==> src/rtl/mem_arb_pkg.sv <==
// Shared types and constants for the unified-memory port arbiter.
// State encoding, requester indices and latency-counter sizing.
package mem_arb_pkg;

  typedef enum logic [1:0] {
    IDLE  = 2'd0,
    ISSUE = 2'd1,
    WAIT  = 2'd2,
    RESP  = 2'd3
  } arb_state_e;

  localparam int NREQ   = 3;
  localparam int REQ_LD = 0;
  localparam int REQ_DT = 1;
  localparam int REQ_IF = 2;

  localparam int CNT_W  = 3;

  // Clamp the configured memory latency into the counter's 1..7 range.
  function automatic logic [CNT_W-1:0] lat_load(input int lat);
    if (lat < 1)
      return CNT_W'(1);
    else if (lat > (1 << CNT_W) - 1)
      return '1;
    else
      return CNT_W'(lat);
  endfunction

endpackage

==> src/rtl/mem_port_arbiter_if.sv <==
// Requester and memory-side signal bundle for mem_port_arbiter.
// slave: arbiter view; master: requesters plus memory array view.
interface mem_port_arbiter_if #(
  parameter int AW = 10,
  parameter int DW = 32
);

  logic          halted;

  logic          ld_req,   dt_req,   if_req;
  logic          ld_we,    dt_we;
  logic [AW-1:0] ld_addr,  dt_addr,  if_addr;
  logic [DW-1:0] ld_wdata, dt_wdata;
  logic          ld_ack,   dt_ack,   if_ack;
  logic [DW-1:0] ld_rdata, dt_rdata, if_rdata;

  logic          mem_en;
  logic          mem_we;
  logic [AW-1:0] mem_addr;
  logic [DW-1:0] mem_wdata;
  logic [DW-1:0] mem_rdata;

  modport slave (
    input  halted,
    input  ld_req, dt_req, if_req,
    input  ld_we, dt_we,
    input  ld_addr, dt_addr, if_addr,
    input  ld_wdata, dt_wdata,
    output ld_ack, dt_ack, if_ack,
    output ld_rdata, dt_rdata, if_rdata,
    output mem_en, mem_we, mem_addr, mem_wdata,
    input  mem_rdata
  );

  modport master (
    output halted,
    output ld_req, dt_req, if_req,
    output ld_we, dt_we,
    output ld_addr, dt_addr, if_addr,
    output ld_wdata, dt_wdata,
    input  ld_ack, dt_ack, if_ack,
    input  ld_rdata, dt_rdata, if_rdata,
    input  mem_en, mem_we, mem_addr, mem_wdata,
    output mem_rdata
  );

endinterface

==> src/rtl/mem_arb_pick.sv <==
// Combinational winner select: loader > data > fetch, except fetch
// overtakes data when the fairness streak has hit its limit.
module mem_arb_pick
  import mem_arb_pkg::*;
(
  input  logic [NREQ-1:0] elig,
  input  logic            fair_hit,
  output logic [NREQ-1:0] grant
);

  always_comb begin
    grant = '0;
    if (elig[REQ_LD])
      grant[REQ_LD] = 1'b1;
    else if (elig[REQ_IF] && fair_hit)
      grant[REQ_IF] = 1'b1;
    else if (elig[REQ_DT])
      grant[REQ_DT] = 1'b1;
    else if (elig[REQ_IF])
      grant[REQ_IF] = 1'b1;
  end

endmodule

==> src/rtl/mem_port_arbiter.sv <==
// Single-port memory sequencer for loader / data / fetch requesters.
// Optional fetch fairness is compiled in with MEM_ARB_FAIR_EN.
module mem_port_arbiter
  import mem_arb_pkg::*;
#(
  parameter int AW         = 10,
  parameter int DW         = 32,
  parameter int MEM_LAT    = 1,
  parameter int FAIR_LIMIT = 4
) (
  input  logic               clk,
  input  logic               rst_n,
  mem_port_arbiter_if.slave  bus
);

  arb_state_e      state_q, state_d;

  logic [NREQ-1:0] elig;
  logic [NREQ-1:0] grant;
  logic            fair_hit;

  logic [NREQ-1:0] win_q;
  logic            we_q;
  logic [CNT_W-1:0] cnt_q;

  logic            mem_en_q, mem_we_q;
  logic [AW-1:0]   mem_addr_q;
  logic [DW-1:0]   mem_wdata_q;
  logic [NREQ-1:0] ack_q;
  logic [DW-1:0]   ld_rdata_q, dt_rdata_q, if_rdata_q;

  logic            sel_we;
  logic [AW-1:0]   sel_addr;
  logic [DW-1:0]   sel_wdata;
  logic [DW-1:0]   cap_data;

  // A halted pipeline must not start new fetches.
  always_comb begin
    elig         = '0;
    elig[REQ_LD] = bus.ld_req;
    elig[REQ_DT] = bus.dt_req;
    elig[REQ_IF] = bus.if_req & ~bus.halted;
  end

  mem_arb_pick u_pick (
    .elig     (elig),
    .fair_hit (fair_hit),
    .grant    (grant)
  );

`ifdef MEM_ARB_FAIR_EN
  logic [CNT_W-1:0] streak_q;

  always_ff @(posedge clk or negedge rst_n) begin
    if (!rst_n) begin
      streak_q <= '0;
    end else if (state_q == IDLE) begin
      if (!elig[REQ_IF] || grant[REQ_IF])
        streak_q <= '0;
      else if (grant[REQ_DT] && (streak_q != '1))
        streak_q <= streak_q + 1'b1;
    end
  end

  assign fair_hit = (streak_q == CNT_W'(FAIR_LIMIT));
`else
  logic unused_fair_limit;

  assign fair_hit          = 1'b0;
  assign unused_fair_limit = (FAIR_LIMIT != 0);
`endif

  always_comb begin
    sel_we    = 1'b0;
    sel_addr  = bus.if_addr;
    sel_wdata = '0;
    if (grant[REQ_LD]) begin
      sel_we    = bus.ld_we;
      sel_addr  = bus.ld_addr;
      sel_wdata = bus.ld_wdata;
    end else if (grant[REQ_DT]) begin
      sel_we    = bus.dt_we;
      sel_addr  = bus.dt_addr;
      sel_wdata = bus.dt_wdata;
    end
  end

  assign cap_data = we_q ? '0 : bus.mem_rdata;

  always_ff @(posedge clk or negedge rst_n) begin
    if (!rst_n)
      state_q <= IDLE;
    else
      state_q <= state_d;
  end

  always_comb begin
    state_d = state_q;
    unique case (state_q)
      IDLE:  if (|elig) state_d = ISSUE;
      ISSUE: state_d = WAIT;
      WAIT:  if (cnt_q == CNT_W'(1)) state_d = RESP;
      RESP:  state_d = IDLE;
    endcase
  end

  // The latched fields double as the memory bus registers; mem_en and
  // mem_we are only high during ISSUE.
  always_ff @(posedge clk or negedge rst_n) begin
    if (!rst_n) begin
      win_q       <= '0;
      we_q        <= 1'b0;
      cnt_q       <= '0;
      mem_en_q    <= 1'b0;
      mem_we_q    <= 1'b0;
      mem_addr_q  <= '0;
      mem_wdata_q <= '0;
      ack_q       <= '0;
      ld_rdata_q  <= '0;
      dt_rdata_q  <= '0;
      if_rdata_q  <= '0;
    end else begin
      unique case (state_q)
        IDLE: begin
          if (|elig) begin
            win_q       <= grant;
            we_q        <= sel_we;
            mem_en_q    <= 1'b1;
            mem_we_q    <= sel_we;
            mem_addr_q  <= sel_addr;
            mem_wdata_q <= sel_wdata;
          end
        end
        ISSUE: begin
          mem_en_q <= 1'b0;
          mem_we_q <= 1'b0;
          cnt_q    <= lat_load(MEM_LAT);
        end
        WAIT: begin
          cnt_q <= cnt_q - 1'b1;
          if (cnt_q == CNT_W'(1)) begin
            ack_q <= win_q;
            if (win_q[REQ_LD]) ld_rdata_q <= cap_data;
            if (win_q[REQ_DT]) dt_rdata_q <= cap_data;
            if (win_q[REQ_IF]) if_rdata_q <= cap_data;
          end
        end
        RESP: begin
          ack_q <= '0;
        end
      endcase
    end
  end

  assign bus.mem_en    = mem_en_q;
  assign bus.mem_we    = mem_we_q;
  assign bus.mem_addr  = mem_addr_q;
  assign bus.mem_wdata = mem_wdata_q;

  assign bus.ld_ack    = ack_q[REQ_LD];
  assign bus.dt_ack    = ack_q[REQ_DT];
  assign bus.if_ack    = ack_q[REQ_IF];

  assign bus.ld_rdata  = ld_rdata_q;
  assign bus.dt_rdata  = dt_rdata_q;
  assign bus.if_rdata  = if_rdata_q;

endmodule

==> src/flat_wrapper.sv <==
// flat-port wrapper written by rule: the top's interface ports become plain ports
module mem_port_arbiter_flat import mem_arb_pkg::*;
#(
  parameter int AW         = 10,
  parameter int DW         = 32,
  parameter int MEM_LAT    = 1,
  parameter int FAIR_LIMIT = 4
)
  (clk, rst_n, bus_halted, bus_ld_req, bus_dt_req, bus_if_req, bus_ld_we, bus_dt_we, bus_ld_addr, bus_dt_addr, bus_if_addr, bus_ld_wdata, bus_dt_wdata, bus_ld_ack, bus_dt_ack, bus_if_ack, bus_ld_rdata, bus_dt_rdata, bus_if_rdata, bus_mem_en, bus_mem_we, bus_mem_addr, bus_mem_wdata, bus_mem_rdata);
  mem_port_arbiter_if #(.AW(AW), .DW(DW)) bus_i ();
  input  logic clk;
  input  logic rst_n;
  input wire logic [$bits(bus_i.halted)-1:0] bus_halted;
  input wire logic [$bits(bus_i.ld_req)-1:0] bus_ld_req;
  input wire logic [$bits(bus_i.dt_req)-1:0] bus_dt_req;
  input wire logic [$bits(bus_i.if_req)-1:0] bus_if_req;
  input wire logic [$bits(bus_i.ld_we)-1:0] bus_ld_we;
  input wire logic [$bits(bus_i.dt_we)-1:0] bus_dt_we;
  input wire logic [$bits(bus_i.ld_addr)-1:0] bus_ld_addr;
  input wire logic [$bits(bus_i.dt_addr)-1:0] bus_dt_addr;
  input wire logic [$bits(bus_i.if_addr)-1:0] bus_if_addr;
  input wire logic [$bits(bus_i.ld_wdata)-1:0] bus_ld_wdata;
  input wire logic [$bits(bus_i.dt_wdata)-1:0] bus_dt_wdata;
  output wire logic [$bits(bus_i.ld_ack)-1:0] bus_ld_ack;
  output wire logic [$bits(bus_i.dt_ack)-1:0] bus_dt_ack;
  output wire logic [$bits(bus_i.if_ack)-1:0] bus_if_ack;
  output wire logic [$bits(bus_i.ld_rdata)-1:0] bus_ld_rdata;
  output wire logic [$bits(bus_i.dt_rdata)-1:0] bus_dt_rdata;
  output wire logic [$bits(bus_i.if_rdata)-1:0] bus_if_rdata;
  output wire logic [$bits(bus_i.mem_en)-1:0] bus_mem_en;
  output wire logic [$bits(bus_i.mem_we)-1:0] bus_mem_we;
  output wire logic [$bits(bus_i.mem_addr)-1:0] bus_mem_addr;
  output wire logic [$bits(bus_i.mem_wdata)-1:0] bus_mem_wdata;
  input wire logic [$bits(bus_i.mem_rdata)-1:0] bus_mem_rdata;
  assign bus_i.halted = bus_halted;
  assign bus_i.ld_req = bus_ld_req;
  assign bus_i.dt_req = bus_dt_req;
  assign bus_i.if_req = bus_if_req;
  assign bus_i.ld_we = bus_ld_we;
  assign bus_i.dt_we = bus_dt_we;
  assign bus_i.ld_addr = bus_ld_addr;
  assign bus_i.dt_addr = bus_dt_addr;
  assign bus_i.if_addr = bus_if_addr;
  assign bus_i.ld_wdata = bus_ld_wdata;
  assign bus_i.dt_wdata = bus_dt_wdata;
  assign bus_ld_ack = bus_i.ld_ack;
  assign bus_dt_ack = bus_i.dt_ack;
  assign bus_if_ack = bus_i.if_ack;
  assign bus_ld_rdata = bus_i.ld_rdata;
  assign bus_dt_rdata = bus_i.dt_rdata;
  assign bus_if_rdata = bus_i.if_rdata;
  assign bus_mem_en = bus_i.mem_en;
  assign bus_mem_we = bus_i.mem_we;
  assign bus_mem_addr = bus_i.mem_addr;
  assign bus_mem_wdata = bus_i.mem_wdata;
  assign bus_i.mem_rdata = bus_mem_rdata;
  mem_port_arbiter #(.AW(AW), .DW(DW), .MEM_LAT(MEM_LAT), .FAIR_LIMIT(FAIR_LIMIT)) u_core (.clk(clk), .rst_n(rst_n), .bus(bus_i));
endmodule
==> config.mk <==
export PLATFORM = sky130hd
export DESIGN_NAME = mem_port_arbiter_flat
export DESIGN_NICKNAME = d
export VERILOG_FILES = /design/src/rtl/mem_arb_pkg.sv /design/src/rtl/mem_port_arbiter_if.sv /design/src/rtl/mem_arb_pick.sv /design/src/rtl/mem_port_arbiter.sv /design/src/flat_wrapper.sv
export SDC_FILE = /design/constraint.sdc
export NUM_CORES = 1
export LEC_CHECK = 0
export BUFFER_PORTS_ARGS = -buffer_cell sky130_fd_sc_hd__clkbuf_2
export CAP_MARGIN = 40
export CORE_MARGIN = 2
export CORE_UTILIZATION = 47
export CTS_CLUSTER_DIAMETER = 30
export CTS_CLUSTER_SIZE = 40
export DETAILED_ROUTE_END_ITERATION = 16
export GPL_ROUTABILITY_DRIVEN = 1
export PLACE_DENSITY = 0.86
export RECOVER_POWER = 100
export SLEW_MARGIN = 40
export SYNTH_ARGS = -nofsm -noshare
export SYNTH_HDL_FRONTEND = slang
export SYNTH_SLANG_ARGS = --single-unit
==> constraint.sdc <==
create_clock -name clk -period 2.3 [get_ports clk]
set_input_delay 0.46 -clock clk [delete_from_list [all_inputs] [get_ports clk]]
set_output_delay 0.46 -clock clk [all_outputs]
set_load 0.01 [all_outputs]
==> impl_metrics.env <==
export IMPL_synth_ff_type="dfrtp_1"
export IMPL_min_period_ns=1.87
export IMPL_finalMaxSlewViolations=0
export IMPL_cp_start_kind="register"
export IMPL_grt_pass1_vias=5366
export IMPL_syn_inst=578
export IMPL_row_count=42
export IMPL_antenna_found_initial=0
export IMPL_synth_area_um2=6320
export IMPL_start_util_pct=48.0
export IMPL_yosysWarnings=0
export IMPL_die_w_um=120
export IMPL_cts_made_buffers=17
export IMPL_routed_wl_um=17500
export IMPL_synth_async_sr_flop_share_pct=100
export IMPL_cp_cell_sequence="inv_1 -> ha_1 -> nand4b_1 -> clkbuf_1 -> nand2_1 -> o21ai_0"
export IMPL_path_class="register to register"
export IMPL_root_buffer="clkbuf_16"
export IMPL_postCtsSetupBuffers=0
export IMPL_postPlaceCellArea_um2=7930
export IMPL_synth_edf_count=0
export IMPL_first_pass_iters=5
export IMPL_worstMarginPinSlew_ns=1.10
export IMPL_dpl_hpwl_um=12700
export IMPL_p_int_w=0.00738
export IMPL_avgSynthCellArea_um2=10.9
export IMPL_grt_max_degree=57
export IMPL_dieHeight_um=120
export IMPL_finish_instance_area_um2=8380
export IMPL_syn2layout_area_growth_pct=32.5
export IMPL_fmax_ghz=0.534
export IMPL_hold_end="u_core.bus.dt_rdata[15]"
export IMPL_synth_top_family_by_area="compound AO/OA/AOI/OAI gates"
export IMPL_r2r_start="u_core.state_q[0]"
export IMPL_synth_distinct_cells=32
export IMPL_io_buffers=276
export IMPL_nets=989
export IMPL_finalSetupTns_ns=0
export IMPL_crit_path_max_incr_delay_ns=0.40
export IMPL_cap_violations=0
export IMPL_drive_gt1_share_pct=25.8
export IMPL_synthXorXnorAreaFrac_pct=0
export IMPL_seq_power_share_pct=39.0
export IMPL_critical_path_required_ns=2.58
export IMPL_htree_levels=4
export IMPL_ir_drop_mv=0.566
export IMPL_path_delay_family="buffers and inverters"
export IMPL_min_period_over_period_pct=81.4
export IMPL_vias=5411
export IMPL_arrival_ns=2.15
export IMPL_swShare_pct=37.5
export IMPL_stdcell_count=1036
export IMPL_num_antenna_cells=0
export IMPL_switchingPower_w=0.00443
export IMPL_drc=0
export IMPL_insertion_delay_ns=0.42
export IMPL_rr_worst_depth=6
export IMPL_post_cts_resized=0
export IMPL_power_density_nw_per_um2=1410
export IMPL_synthAdderAreaFrac_pct=1.58
export IMPL_cts_reportedPaths_clkPinSlew_ns=0.06
export IMPL_gr_total_overflow=0
export IMPL_hold_ws_ns=0.321
export IMPL_pre_cts_ws_ns=0.418
export IMPL_cts_sinks=152
export IMPL_reg2reg_to="u_core.bus.ld_rdata[21]"
export IMPL_critPathMaxFanout=14
export IMPL_setup_viol=0
export IMPL_clock_skew_ns=0.00831
export IMPL_synthMuxAreaShare_pct=9.69
export IMPL_hold_path_startpoint="bus_mem_rdata[15]"
export IMPL_p_clk_share_pct=25.4
export IMPL_dp_cells=1003
export IMPL_postRouteAntennaNets=0
export IMPL_hp_class="input port to register"
export IMPL_drtIter0Drc=353
export IMPL_synth_simple_area_share_pct=10.2
export IMPL_crit_path_end_kind="register"
export IMPL_synth_seq_area_share_pct=60.1
export IMPL_status="finished, final reports clean"
export IMPL_cts_tree="yes"
export IMPL_rsz0062_at_grt="no"
export IMPL_cts_path_max_buffers=2
export IMPL_syn_num_nets=720
export IMPL_power_leakage_nw=4.07
export IMPL_slowest_stage="dfrtp_1"
export IMPL_reg2reg_slack_ns=0.43
export IMPL_setup_slack_ns=0.429
export IMPL_via_per_inst=5.22
export IMPL_synth_compound_area_share_pct=14.9
export IMPL_slew_headroom_pct=26.7
export IMPL_comb_power_share_pct=35.6
export IMPL_grt_pass1_wl_um=27300
export IMPL_gr_usage_all_layers_pct=24.7
export IMPL_gp_congestion=0.843
export IMPL_dieArea_um2=14400
export IMPL_io_pins=277
export IMPL_wl_per_cell_um=16.9
export IMPL_cp_num_buf_inv=2
export IMPL_hold_depth=3
export IMPL_hold_viol_final=0
export IMPL_cp_num_cells=6
export IMPL_coreArea_um2=13200
export IMPL_ys_seq_elements=152
export IMPL_hold_buffers=1
-- power by group through the flow --
stage	Combinational [W]	Sequential, W	Clock (W)
after detailed placement	0.00450	0.00463	0
after floorplan	0.00200	0.00503	0
after CTS	0.00454	0.00460	0.00304
after global routing	0.00467	0.00473	0.00318
after global placement	0.00435	0.00456	0
final	0.00421	0.00460	0.00300
-- worst register-to-register path, cell delays in order, from the launching register on --
cell      delay (ns)
dfrtp_1         0.40
inv_1           0.15
ha_1            0.36
nand4b_1        0.24
clkbuf_1        0.33
nand2_1         0.15
o21ai_0         0.09
-- cells by family after synthesis --
| group | Yosys count |
|---|---|
| compound gates | 155 |
| fa+ha+maj | 8 |
| buf+inv | 47 |
| flops | 152 |
| mux | 56 |
| simple gates | 160 |
-- cell usage after synthesis, types with 2 or more instances --
cell	n	area, um2
inv_1	6	22.5
buf_2	12	60.1
nand2_1	142	533
mux2_2	42	473
o211ai_1	3	22.5
clkbuf_1	20	75.1
buf_6	3	33.8
a21oi_1	3	15.0
nor2b_1	2	12.5
nand3_1	4	20.0
nor2_1	2	7.51
buf_1	5	18.8
ha_1	8	100
a22o_1	35	307
dfrtp_1	152	3800
o21ai_0	107	536
nand4b_1	3	26.3
nand2b_1	2	12.5
mux2i_1	14	140
-- stage by stage --
stage / total power [W] / utilization [%]
floorplan: 0.00704 / -
global placement: 0.00892 / 60.1
detailed placement: 0.00913 / 60.1
CTS: 0.0122 / 65.1
global route: 0.0126 / 63.5
finish: 0.0118 / 63.5
-- metal layers --
layer | track usage [%] | vias up | share of wire [%] | wire [um]
met5 | 0 | - | 0 | 0
met4 | 10.6 | 0 | 3.0 | 526
met3 | 6.94 | 34 | 9.0 | 1590
met2 | 42.5 | 287 | 50 | 8820
met1 | 28.8 | 2557 | 38 | 6610
li1 | - | 2533 | - | -
-- cell usage in the layout, fill, tap and decap left out, types with 2 or more instances in the layout --
| cell type | instances |
|---|---|
| ha_1 | 8 |
| clkbuf_8 | 2 |
| nand2_1 | 142 |
| clkbuf_16 | 17 |
| o21ai_0 | 108 |
| buf_12 | 6 |
| nand3_1 | 4 |
| nand2b_1 | 2 |
| a22o_1 | 35 |
| nor2_1 | 2 |
| a21oi_1 | 3 |
| o211ai_1 | 3 |
| inv_6 | 3 |
| nand4b_1 | 3 |
| dfrtp_1 | 152 |
| bufinv_16 | 4 |
| inv_1 | 6 |
| buf_4 | 3 |
| mux2i_1 | 14 |
| mux2_2 | 42 |
| clkbuf_1 | 146 |
| clkbuf_2 | 135 |
| clkinv_4 | 5 |
-- flip-flops by register name, indices dropped and copies added, names as in the netlist --
| name | cells |
|---|---|
| u_core.ack_q | 3 |
| u_core.bus.dt_rdata | 32 |
| u_core.win_q | 3 |
| u_core.bus.mem_we | 1 |
| u_core.bus.mem_addr | 10 |
| u_core.state_q | 2 |
| u_core.bus.mem_wdata | 32 |
| u_core.we_q | 1 |
| u_core.bus.mem_en | 1 |
| u_core.bus.if_rdata | 32 |
| u_core.bus.ld_rdata | 32 |
| u_core.cnt_q | 3 |
-- how the worst max path moves through the flow --
stage	start	endpoint
6_report	u_core.state_q[0]	u_core.bus.ld_rdata[21]
4_1_cts	u_core.state_q[0]	u_core.bus.dt_rdata[2]
3_5_place_dp	bus_halted	u_core.bus.mem_wdata[21]
2_1_floorplan	u_core.state_q[0]	u_core.bus.mem_wdata[10]
5_1_grt	u_core.state_q[0]	u_core.bus.ld_rdata[25]
3_3_place_gp	bus_halted	u_core.bus.mem_wdata[3]
-- layout make-up --
type                    count  area [um2]
fillers                  1102        4810
repair buffers            291        1380
multi-input cells         379        2310
flip-flops and latches    152        3800
clock buffers              20         457
inverters                   6        22.5
clock inverters            12         190
well taps                 176         220
Note: power is estimated with default switching activity, not from simulation.
